**src/rtl/trap_controller_pkg.sv**
```systemverilog
// Shared definitions for the trap controller.
// Holds the trap request codes (trap_status encodings), the sequencer state
// encoding, the machine-mode CSR addresses touched by the trap sequence and
// the mcause values for each synchronous exception.
package trap_controller_pkg;

   typedef enum logic [2:0] {
      TS_NONE         = 3'd0,
      TS_ECALL        = 3'd1,
      TS_EBREAK       = 3'd2,
      TS_ILLEGAL      = 3'd3,
      TS_MIS_INSTR    = 3'd4,
      TS_MIS_LOAD     = 3'd5,
      TS_MIS_STORE    = 3'd6,
      TS_MRET         = 3'd7
   } trap_status_e;

   typedef enum logic [2:0] {
      ST_IDLE,
      ST_DRAIN,
      ST_W_MEPC,
      ST_W_MCAUSE,
      ST_W_MTVAL,
      ST_R_MTVEC,
      ST_R_MEPC,
      ST_REDIRECT
   } trap_state_e;

   localparam logic [11:0] CSR_MTVEC  = 12'h305;
   localparam logic [11:0] CSR_MEPC   = 12'h341;
   localparam logic [11:0] CSR_MCAUSE = 12'h342;
   localparam logic [11:0] CSR_MTVAL  = 12'h343;

   localparam logic [31:0] MCAUSE_MIS_INSTR = 32'd0;
   localparam logic [31:0] MCAUSE_ILLEGAL   = 32'd2;
   localparam logic [31:0] MCAUSE_EBREAK    = 32'd3;
   localparam logic [31:0] MCAUSE_MIS_LOAD  = 32'd4;
   localparam logic [31:0] MCAUSE_MIS_STORE = 32'd6;
   localparam logic [31:0] MCAUSE_ECALL     = 32'd11;

   function automatic logic [31:0] mcause_of(input trap_status_e code);
      logic [31:0] cause;
      cause = '0;
      case (code)
         TS_ECALL:     cause = MCAUSE_ECALL;
         TS_EBREAK:    cause = MCAUSE_EBREAK;
         TS_ILLEGAL:   cause = MCAUSE_ILLEGAL;
         TS_MIS_INSTR: cause = MCAUSE_MIS_INSTR;
         TS_MIS_LOAD:  cause = MCAUSE_MIS_LOAD;
         TS_MIS_STORE: cause = MCAUSE_MIS_STORE;
         default:      cause = '0;
      endcase
      return cause;
   endfunction

endpackage

```
**src/rtl/trap_controller.sv**
```systemverilog
// Trap controller: sequences the CSR accesses needed to take a synchronous
// exception or return from one, then redirects the PC and flushes the pipe.
//
// Optional feature: define TRAP_MTVAL_EN to include the mtval write step;
// without it mcause is followed directly by the mtvec read and trap_tval
// is ignored.
//
// Ports:
//   clk, reset            clock; asynchronous active-high reset
//   trap_status[2:0]      trap request code (trap_status_e)
//   trap_pc, trap_tval    PC and faulting value of the trapping instruction
//   csr_read_data         CSR read result, valid with csr_ready
//   csr_ready             CSR file completed the current access
//   csr_write_enable      CSR write strobe
//   csr_access_address    CSR address of the current access
//   csr_write_data        CSR write data
//   trap_target           redirect PC (meaningful with trap_redirect)
//   trap_redirect         one-cycle PC load strobe
//   trap_done             no trap sequence in progress (idle or draining)
//   standby_mode          ID-phase drain in progress
//   pth_done_flush        one-cycle flush of all pipeline registers
module trap_controller
   import trap_controller_pkg::*;
#(
   parameter int DRAIN_CYCLES = 2
) (
   input  logic        clk,
   input  logic        reset,
   input  logic [2:0]  trap_status,
   input  logic [31:0] trap_pc,
   input  logic [31:0] trap_tval,
   input  logic [31:0] csr_read_data,
   input  logic        csr_ready,
   output logic        csr_write_enable,
   output logic [11:0] csr_access_address,
   output logic [31:0] csr_write_data,
   output logic [31:0] trap_target,
   output logic        trap_redirect,
   output logic        trap_done,
   output logic        standby_mode,
   output logic        pth_done_flush
);

   localparam int CW = $clog2(DRAIN_CYCLES + 1);

   trap_state_e  state_q, state_d;
   trap_status_e code_q, code_d;
   logic [29:0]  pc_q, pc_d;       // word-aligned PC, low bits are always 0
   logic [CW-1:0] cnt_q, cnt_d;
   logic [29:0]  target_q, target_d;
   trap_status_e req;

`ifdef TRAP_MTVAL_EN
   logic [31:0]  tval_q, tval_d;
   logic         unused_bits;
   assign unused_bits = ^{csr_read_data[1:0], trap_pc[1:0]};
`else
   logic         unused_bits;
   assign unused_bits = ^{csr_read_data[1:0], trap_pc[1:0], trap_tval};
`endif

   assign req         = trap_status_e'(trap_status);
   assign trap_target = {target_q, 2'b00};

   always_ff @(posedge clk or posedge reset) begin
      if (reset) begin
         state_q  <= ST_IDLE;
         code_q   <= TS_NONE;
         pc_q     <= '0;
         cnt_q    <= '0;
         target_q <= '0;
`ifdef TRAP_MTVAL_EN
         tval_q   <= '0;
`endif
      end else begin
         state_q  <= state_d;
         code_q   <= code_d;
         pc_q     <= pc_d;
         cnt_q    <= cnt_d;
         target_q <= target_d;
`ifdef TRAP_MTVAL_EN
         tval_q   <= tval_d;
`endif
      end
   end

   always_comb begin
      state_d            = state_q;
      code_d             = code_q;
      pc_d               = pc_q;
      cnt_d              = cnt_q;
      target_d           = target_q;
`ifdef TRAP_MTVAL_EN
      tval_d             = tval_q;
`endif
      csr_write_enable   = 1'b0;
      csr_access_address = '0;
      csr_write_data     = '0;
      trap_redirect      = 1'b0;
      pth_done_flush     = 1'b0;
      trap_done          = 1'b0;
      standby_mode       = 1'b0;

      case (state_q)
         ST_IDLE: begin
            trap_done = 1'b1;
            case (req)
               TS_ECALL, TS_EBREAK, TS_ILLEGAL: begin
                  code_d  = req;
                  pc_d    = trap_pc[31:2];
`ifdef TRAP_MTVAL_EN
                  tval_d  = trap_tval;
`endif
                  cnt_d   = CW'(DRAIN_CYCLES - 1);
                  state_d = ST_DRAIN;
               end
               TS_MIS_INSTR, TS_MIS_LOAD, TS_MIS_STORE: begin
                  code_d  = req;
                  pc_d    = trap_pc[31:2];
`ifdef TRAP_MTVAL_EN
                  tval_d  = trap_tval;
`endif
                  state_d = ST_W_MEPC;
               end
               TS_MRET:  state_d = ST_R_MEPC;
               default:  state_d = ST_IDLE;
            endcase
         end
         // Counter starts at DRAIN_CYCLES-1 and the exit happens on the
         // cycle it reads 0, giving exactly DRAIN_CYCLES cycles here.
         ST_DRAIN: begin
            trap_done    = 1'b1;
            standby_mode = 1'b1;
            if (cnt_q == '0) state_d = ST_W_MEPC;
            else             cnt_d   = cnt_q - CW'(1);
         end
         ST_W_MEPC: begin
            csr_write_enable   = 1'b1;
            csr_access_address = CSR_MEPC;
            csr_write_data     = {pc_q, 2'b00};
            if (csr_ready) state_d = ST_W_MCAUSE;
         end
         ST_W_MCAUSE: begin
            csr_write_enable   = 1'b1;
            csr_access_address = CSR_MCAUSE;
            csr_write_data     = mcause_of(code_q);
`ifdef TRAP_MTVAL_EN
            if (csr_ready) state_d = ST_W_MTVAL;
`else
            if (csr_ready) state_d = ST_R_MTVEC;
`endif
         end
         ST_W_MTVAL: begin
`ifdef TRAP_MTVAL_EN
            csr_write_enable   = 1'b1;
            csr_access_address = CSR_MTVAL;
            csr_write_data     = tval_q;
            if (csr_ready) state_d = ST_R_MTVEC;
`else
            state_d = ST_IDLE;
`endif
         end
         ST_R_MTVEC: begin
            csr_access_address = CSR_MTVEC;
            if (csr_ready) begin
               target_d = csr_read_data[31:2];
               state_d  = ST_REDIRECT;
            end
         end
         ST_R_MEPC: begin
            csr_access_address = CSR_MEPC;
            if (csr_ready) begin
               target_d = csr_read_data[31:2];
               state_d  = ST_REDIRECT;
            end
         end
         ST_REDIRECT: begin
            trap_redirect  = 1'b1;
            pth_done_flush = 1'b1;
            state_d        = ST_IDLE;
         end
         default: state_d = ST_IDLE;
      endcase
   end

endmodule

```
**config.mk**
```make
export PLATFORM = sky130hd
export DESIGN_NAME = trap_controller
export DESIGN_NICKNAME = d
export VERILOG_FILES = /design/src/rtl/trap_controller_pkg.sv /design/src/rtl/trap_controller.sv
export SDC_FILE = /design/constraint.sdc
export NUM_CORES = 1
export LEC_CHECK = 0
export BUFFER_PORTS_ARGS = -buffer_cell sky130_fd_sc_hd__buf_4
export CAP_MARGIN = 40
export CORE_UTILIZATION = 50
export CTS_BUF_LIST = sky130_fd_sc_hd__clkbuf_16
export DETAILED_ROUTE_END_ITERATION = 8
export GPL_TIMING_DRIVEN = 0
export PLACE_DENSITY = 0.87
export RECOVER_POWER = 25
export SLEW_MARGIN = 5
export SYNTH_ARGS = -nofsm -noshare
export SYNTH_HDL_FRONTEND = slang
export SYNTH_SLANG_ARGS = --single-unit
```
**constraint.sdc**
```tcl
create_clock -name clk -period 3.1 [get_ports clk]
set_clock_uncertainty 0.15 [all_clocks]
set_input_delay 0.31 -clock clk [delete_from_list [all_inputs] [get_ports clk]]
set_output_delay 0.31 -clock clk [all_outputs]
set_load 0.01 [all_outputs]
```
==> results of run 1 <==
-- flip-flops by register name (all words and copies together) (netlist names) --
signal and cells:
code_q 3, cnt_q 2, target_q 30, state_q 3
pc_q 30
-- cells in the mapped netlist (all sizes together), types with 2 or more instances --
master	count	share of area
a21oi	39	0.081
dfrtp	68	0.45
nor2b	2	0.0033
nand2	7	0.0069
and3	29	0.048
a211oi	4	0.011
buf	25	0.058
o31ai	2	0.0039
and2	2	0.0033
mux2	30	0.089
inv	9	0.0089
nand2b	3	0.0049
clkbuf	16	0.017
nand3b	2	0.0039
nor2	9	0.013
o22ai	60	0.15
o21ai	4	0.0053
nor3	7	0.012
nand3	2	0.0026
xnor2	2	0.0046
-- logic make-up (layout without fill, tap and decap cells) --
group	after synthesis	in the layout	synth area share
XOR/XNOR	2	2	0.00461
multiplexers	31	31	0.0914
buffers and inverters	50	205	0.0832
adder cells (fa/ha/maj)	1	1	0.00329
other	1	8	0.000986
flip-flops	68	68	0.447
AO/OA/AOI/OAI	115	115	0.263
AND/OR/NAND/NOR	66	66	0.107
-- per-stage QoR --
step | cells | power [mW]
after floorplan | 341 | 3.35
after global placement | 577 | 4.26
after detailed placement | 578 | 4.41
after CTS | 595 | 5.39
after global routing | 595 | 5.70
final | 595 | 5.39
-- power groups by stage --
stage,Clock [mW],Combinational [mW],Sequential (mW)
detailed placement,0,2.71,1.69
CTS,0.963,2.74,1.69
floorplan,0,1.64,1.71
finish,0.953,2.74,1.70
global placement,0,2.61,1.65
global route,1.01,2.95,1.75
-- worst reg2reg max path, cell delays in order, from the launching register on --
cell and delay [ns]:
dfrtp_1 0.40, buf_6 0.15, nor3_2 0.38, nand2b_1 0.13, buf_2 0.22, buf_6 0.17
o22ai_1 0.21, a21oi_2 0.09
-- what timing repair did --
action / in CTS / in global routing
hold buffers: 1 / 0
gates resized for setup: 0 / 0
endpoints found under the hold margin: 6 / 0
-- worst max path at each step --
stage	endpoint	slack (ns)	cells past startpoint
floorplan	cnt_q[0]	0.93	1
global placement	pc_q[22]	0.1	2
CTS	csr_access_address[9]	0.59	6
finish	csr_write_data[12]	0.56	5
detailed placement	csr_access_address[9]	0.95	6
global route	pc_q[19]	0.30	4
-- per-layer routing --
layer  GRT usage  vias to the layer above  wire length [um]
met5           0                        -                 0
met4       0.123                        0               366
met3      0.0489                       29               574
met2       0.504                      160              5700
met1       0.339                     1711              4100
li1            -                     1534                 -
-- layout make-up --
| type | instances | share of cell area |
|---|---|---|
| Buffer | 41 | 0.0536 |
| Clock buffer | 9 | 0.0427 |
| Clock inverter | 7 | 0.00972 |
| Inverter | 9 | 0.00664 |
| Multi-Input combinational cell | 223 | 0.343 |
| Sequential cell | 68 | 0.323 |
| Tap cell | 99 | 0.0235 |
| Timing Repair Buffer | 139 | 0.198 |
==> impl_results.md, run 1 <==
* Final Util at 0.723
* Reg-to-reg endpoint: pc_q[12]
* Synth Instances at 334
* Reg2reg setup slack at around 1.1 ns
* Routability cong. at just under 0.8
* Hold path endpoint: target_q[29]
* Peak supply drop at around 0.52 mV
* Net Sw Power at about 2.1 mW
* Post-route antenna net violation count at 0
* Synth warn at 0
* CP required at 2.64 ns
* Seq pwr share at 0.315
* Max cap viols at 1
* Static Leakage at 2.48 nW
* Status: complete, but fails checks
* Setup CP Type: reg -> out
* Most common cell after layout, fill and taps aside: buf_4
* Die Ht at 89.2 um
* Internal Power at 3.25 mW
* Ports at around 180
* Rows at 31
* Initial Utilization at 0.522
* Combinational power share at 0.508
* Worst path cell trace: buf_6 > nor2b_1 > clkbuf_1 > and3_1 > buf_4
* Clock buffer depth at 2
* Sw Ratio at 0.396
* Vias in the first global route at 3408
* # fillers at 550
* Setup violations, final at 0
* Iter 0 DRT Violations at 211
* Critical Path Max Stage Delay at ~0.41 ns
* Worst Setup SP: state_q[1]
* Least-Margin Pin Slew at 1.58 ns
* Reg2Reg Launch Point: state_q[1]
* Min cycle time layout at approximately 2.5 ns
* Pin count of the biggest net entering global routing at 63
* RSZ-0062 raised after global routing: no
* Final Cell Area at 5280 um^2
* Num CTS Buffers at 9
* Layout cell share with drive strength beyond 1 at 0.496
* Via density at slightly below 6
* Final hold vios at 0
* Worst Hold Launch: csr_read_data[31]
* Arrival time of the worst setup path at 2.08 ns
* Startpoint types: flop
* Max-slew violation count at 63
* CP Max Fanout at 10
* Crit end category: output pin
* Nets at between 500 and 600
* HPWL after DPL at 7540 um
* # Post-CTS Setup Buffers at 0
* Ant diodes at 0
* Critical path's top delay family: buffers and inverters
* Layout Area Growth over Synthesis at 38.7%
* Failing checks: capacitance limit, slew limit
* Area of the multi-input gates at 1810 um^2
* Worst skew pair latency at 0.33 ns
* Post-synthesis sequential area ratio at 0.447
* Hold Crit Class: in -> reg
* Die Area at about 8000 um^2
* Clock share of power at 0.177
* Routed wire length at 10700 um
* Power Density at 1020 nW/um^2
* Buf+Inv Stages, Crit Path at 3
* Vias post-DR at between 3000 and 4000
* FF-to-FF path depth at 7
* Most frequent cells in the layout: 148 x buf_4, 68 x dfrtp_1
* Post-synth EDFFs at 0
* Setup_tns at 0 ns
* CORE AREA at 7290 um^2
* Worst-path clk slew at 0.06 ns
* Final WS setup at 0.564 ns
* Die W at 89.2 um
* Max-slew headroom at -0.0524
* Initial antenna violation count at 0
* Hold Crit Depth at 2
* H-tree level count at 3
* Post-synthesis cell type count at 41
* Hold_ws at 0.0429 ns
* Tot GR Track Use at 0.284
* WL per Instance at 18.0 um
* First-pass GRT wire length at 16900 um
* Dpl cell area at about 5000 um^2
* CTS tree: done
* Post-synthesis async set-or-reset flop share at 1.00
* Pre-antenna DRT Iters at 5
* Synth Area per Inst at around 11 um^2
* Netlist Area Pre-Place at 3800 um^2
* Max Fclk at 394 MHz
* Root buf cell: clkbuf_16
* Final period util at 0.818
* Commonest register cell after synthesis: dfrtp_1
* Residual DRC at 0
* Register area at approximately 1700 um^2
* Port buffer count at 137
* Global route overflow at 0
* Clk sinks at 68
* Synth Register Bits at between 60 and 70
* CP max-delay cell: clkbuf_1
* Setup WS pre-CTS at 0.948 ns
No activity file was read; power rests on OpenSTA's default activity.
==> run 2: changes to the inputs <==
CORE_UTILIZATION = 47   (was 50)
PLACE_DENSITY = 0.82   (was 0.87)
clock period = 2.5 ns   (was 3.1 ns; I/O delays follow)
==> run 2 against run 1 <==
The flow now finishes without violations. Critical path depth did not move. Routed wire length is 1.0% lower. Worst setup slack lost 0.45 ns.
==> impl_results.md, run 2 (synthesis results as in run 1) <==
* Ant diodes at 0
* CTS tree: done
* Worst path cell trace: buf_6 > nor2b_1 > clkbuf_1 > and3_1 > buf_4
* Final period util at 0.953
* Layout cell share with drive strength beyond 1 at 0.445
* Setup CP Type: reg -> out
* Iter 0 DRT Violations at 130
* Hold Crit Class: in -> reg
* Worst Hold Launch: csr_read_data[29]
* Clock buffer depth at 2
* CP max-delay cell: clkbuf_1
* Buf+Inv Stages, Crit Path at 3
* Reg-to-reg endpoint: pc_q[19]
* Hold Crit Depth at 2
* FF-to-FF path depth at 6
* First-pass GRT wire length at 16800 um
* Startpoint types: flop
* Routed wire length at 10600 um
* Initial antenna violation count at 0
* Final hold vios at 0
* Critical Path Max Stage Delay at between 0.4 and 0.5 ns
* Status: finished clean
* Via density at 5.49
* Static Leakage at 2.58 nW
* Power Density at 1210 nW/um^2
* Critical path's top delay family: buffers and inverters
* Die W at 92.0 um
* Levels on crit path at 5
* Clk sinks at 68
* CP Max Fanout at 10
* CORE AREA at 7770 um^2
* Reg2Reg Launch Point: state_q[1]
* Vias post-DR at 3437
* Num CTS Buffers at 9
* WL per Instance at about 17 um
* Dpl cell area at roughly 5000 um^2
* Worst skew pair latency at 0.33 ns
* Least-Margin Pin Slew at 1.36 ns
* Global route overflow at 0
* Reg2reg setup slack at between 0.4 and 0.5 ns
* Max-slew headroom at 0.0908
* Root buf cell: clkbuf_16
* Hold path endpoint: target_q[27]
* Residual DRC at 0
* Crit end category: output pin
* Tot GR Track Use at 0.259
* Max cap viols at 0
* Worst-path clk slew at ~0.06 ns
* Pin count of the biggest net entering global routing at 40
* Top Registers: pc_q: 30 flops, target_q: 30 flops
* Vias in the first global route at 3442
* Min cycle time layout at 2.38 ns
* Max Fclk at between 400 and 500 MHz
* Setup_tns at 0 ns
* Layout Area Growth over Synthesis at 45.5%
* Setup violations, final at 0
* Final Cell Area at between 5000 and 6000 um^2
* Cell count after placement at 581
* Initial Utilization at 0.490
* Routability cong. at 0.785
* Arrival time of the worst setup path at 1.98 ns
* Die Area at about 8500 um^2
* Peak supply drop at 0.569 mV
* Max-slew violation count at 0
* Rows at 32
* Ports at 183
* RSZ-0062 raised after global routing: no
* Pre-antenna DRT Iters at 4
* Die Ht at between 90 and 100 um
* Nets at 622
* Port buffer count at 137
* Post-route antenna net violation count at 0
* Most common cell after layout, fill and taps aside: buf_4
* CP required at 2.10 ns
* Final non-filler cell total at between 600 and 700
* Most frequent cells in the layout: 134 x buf_4, 68 x dfrtp_1
* Total power at 6.68 mW
* # fillers at 577
* HPWL after DPL at 7390 um
* H-tree level count at 3
[run 2: what timing repair did]
item / CTS / global route
endpoints found under the setup margin: 0 / 1
endpoints found under the hold margin: 57 / 0
buffers inserted: 0 / 0
hold buffers: 29 / 0
resized for setup: 0 / 2
[run 2: layout make-up]
class                           instances  area (um^2)  share of cell area
Inverter                                9         35.0             0.00633
Tap cell                              102          128              0.0231
Timing Repair Buffer                  167         1270               0.230
Clock inverter                          7         76.3              0.0138
Multi-Input combinational cell        223         1810               0.327
Buffer                                 41          284              0.0513
Sequential cell                        68         1700               0.307
Clock buffer                            9          225              0.0407
[run 2: routing by layer]
layer / global-route usage / routed length, um / vias to the layer above
met5: 0 / 0 / -
met4: 0.163 / 466 / 0
met3: 0.0357 / 503 / 36
met2: 0.455 / 5570 / 126
met1: 0.296 / 4090 / 1682
li1: - / - / 1593
[run 2: through the flow]
step	setup slack, ns	utilization	hold slack, ns
global placement	-0.475	0.642	0.307
CTS	0.0788	0.721	0.00209
global route	0.00876	0.713	0.00306
finish	0.118	0.713	0.00468
floorplan	0.388	-	0.235
detailed placement	0.438	0.645	0.130
[run 2: power breakdown]
group | switching (mW) | total (mW) | internal (mW)
clock network | 0.506 | 1.28 | 0.777
logic | 1.68 | 3.31 | 1.63
registers | 0.413 | 2.08 | 1.67
total | 2.60 | 6.68 | 4.08
[run 2: how the worst max path moves through the flow]
stage / startpoint / to / slack, ns
after floorplan: reset / cnt_q[0] / 0.39
after global placement: reset / code_q[2] / -0.48
after detailed placement: state_q[0] / csr_access_address[9] / 0.44
after CTS: state_q[0] / csr_access_address[9] / 0.08
after global routing: state_q[1] / csr_write_data[6] / 0.009
final: state_q[1] / csr_write_data[6] / 0.12
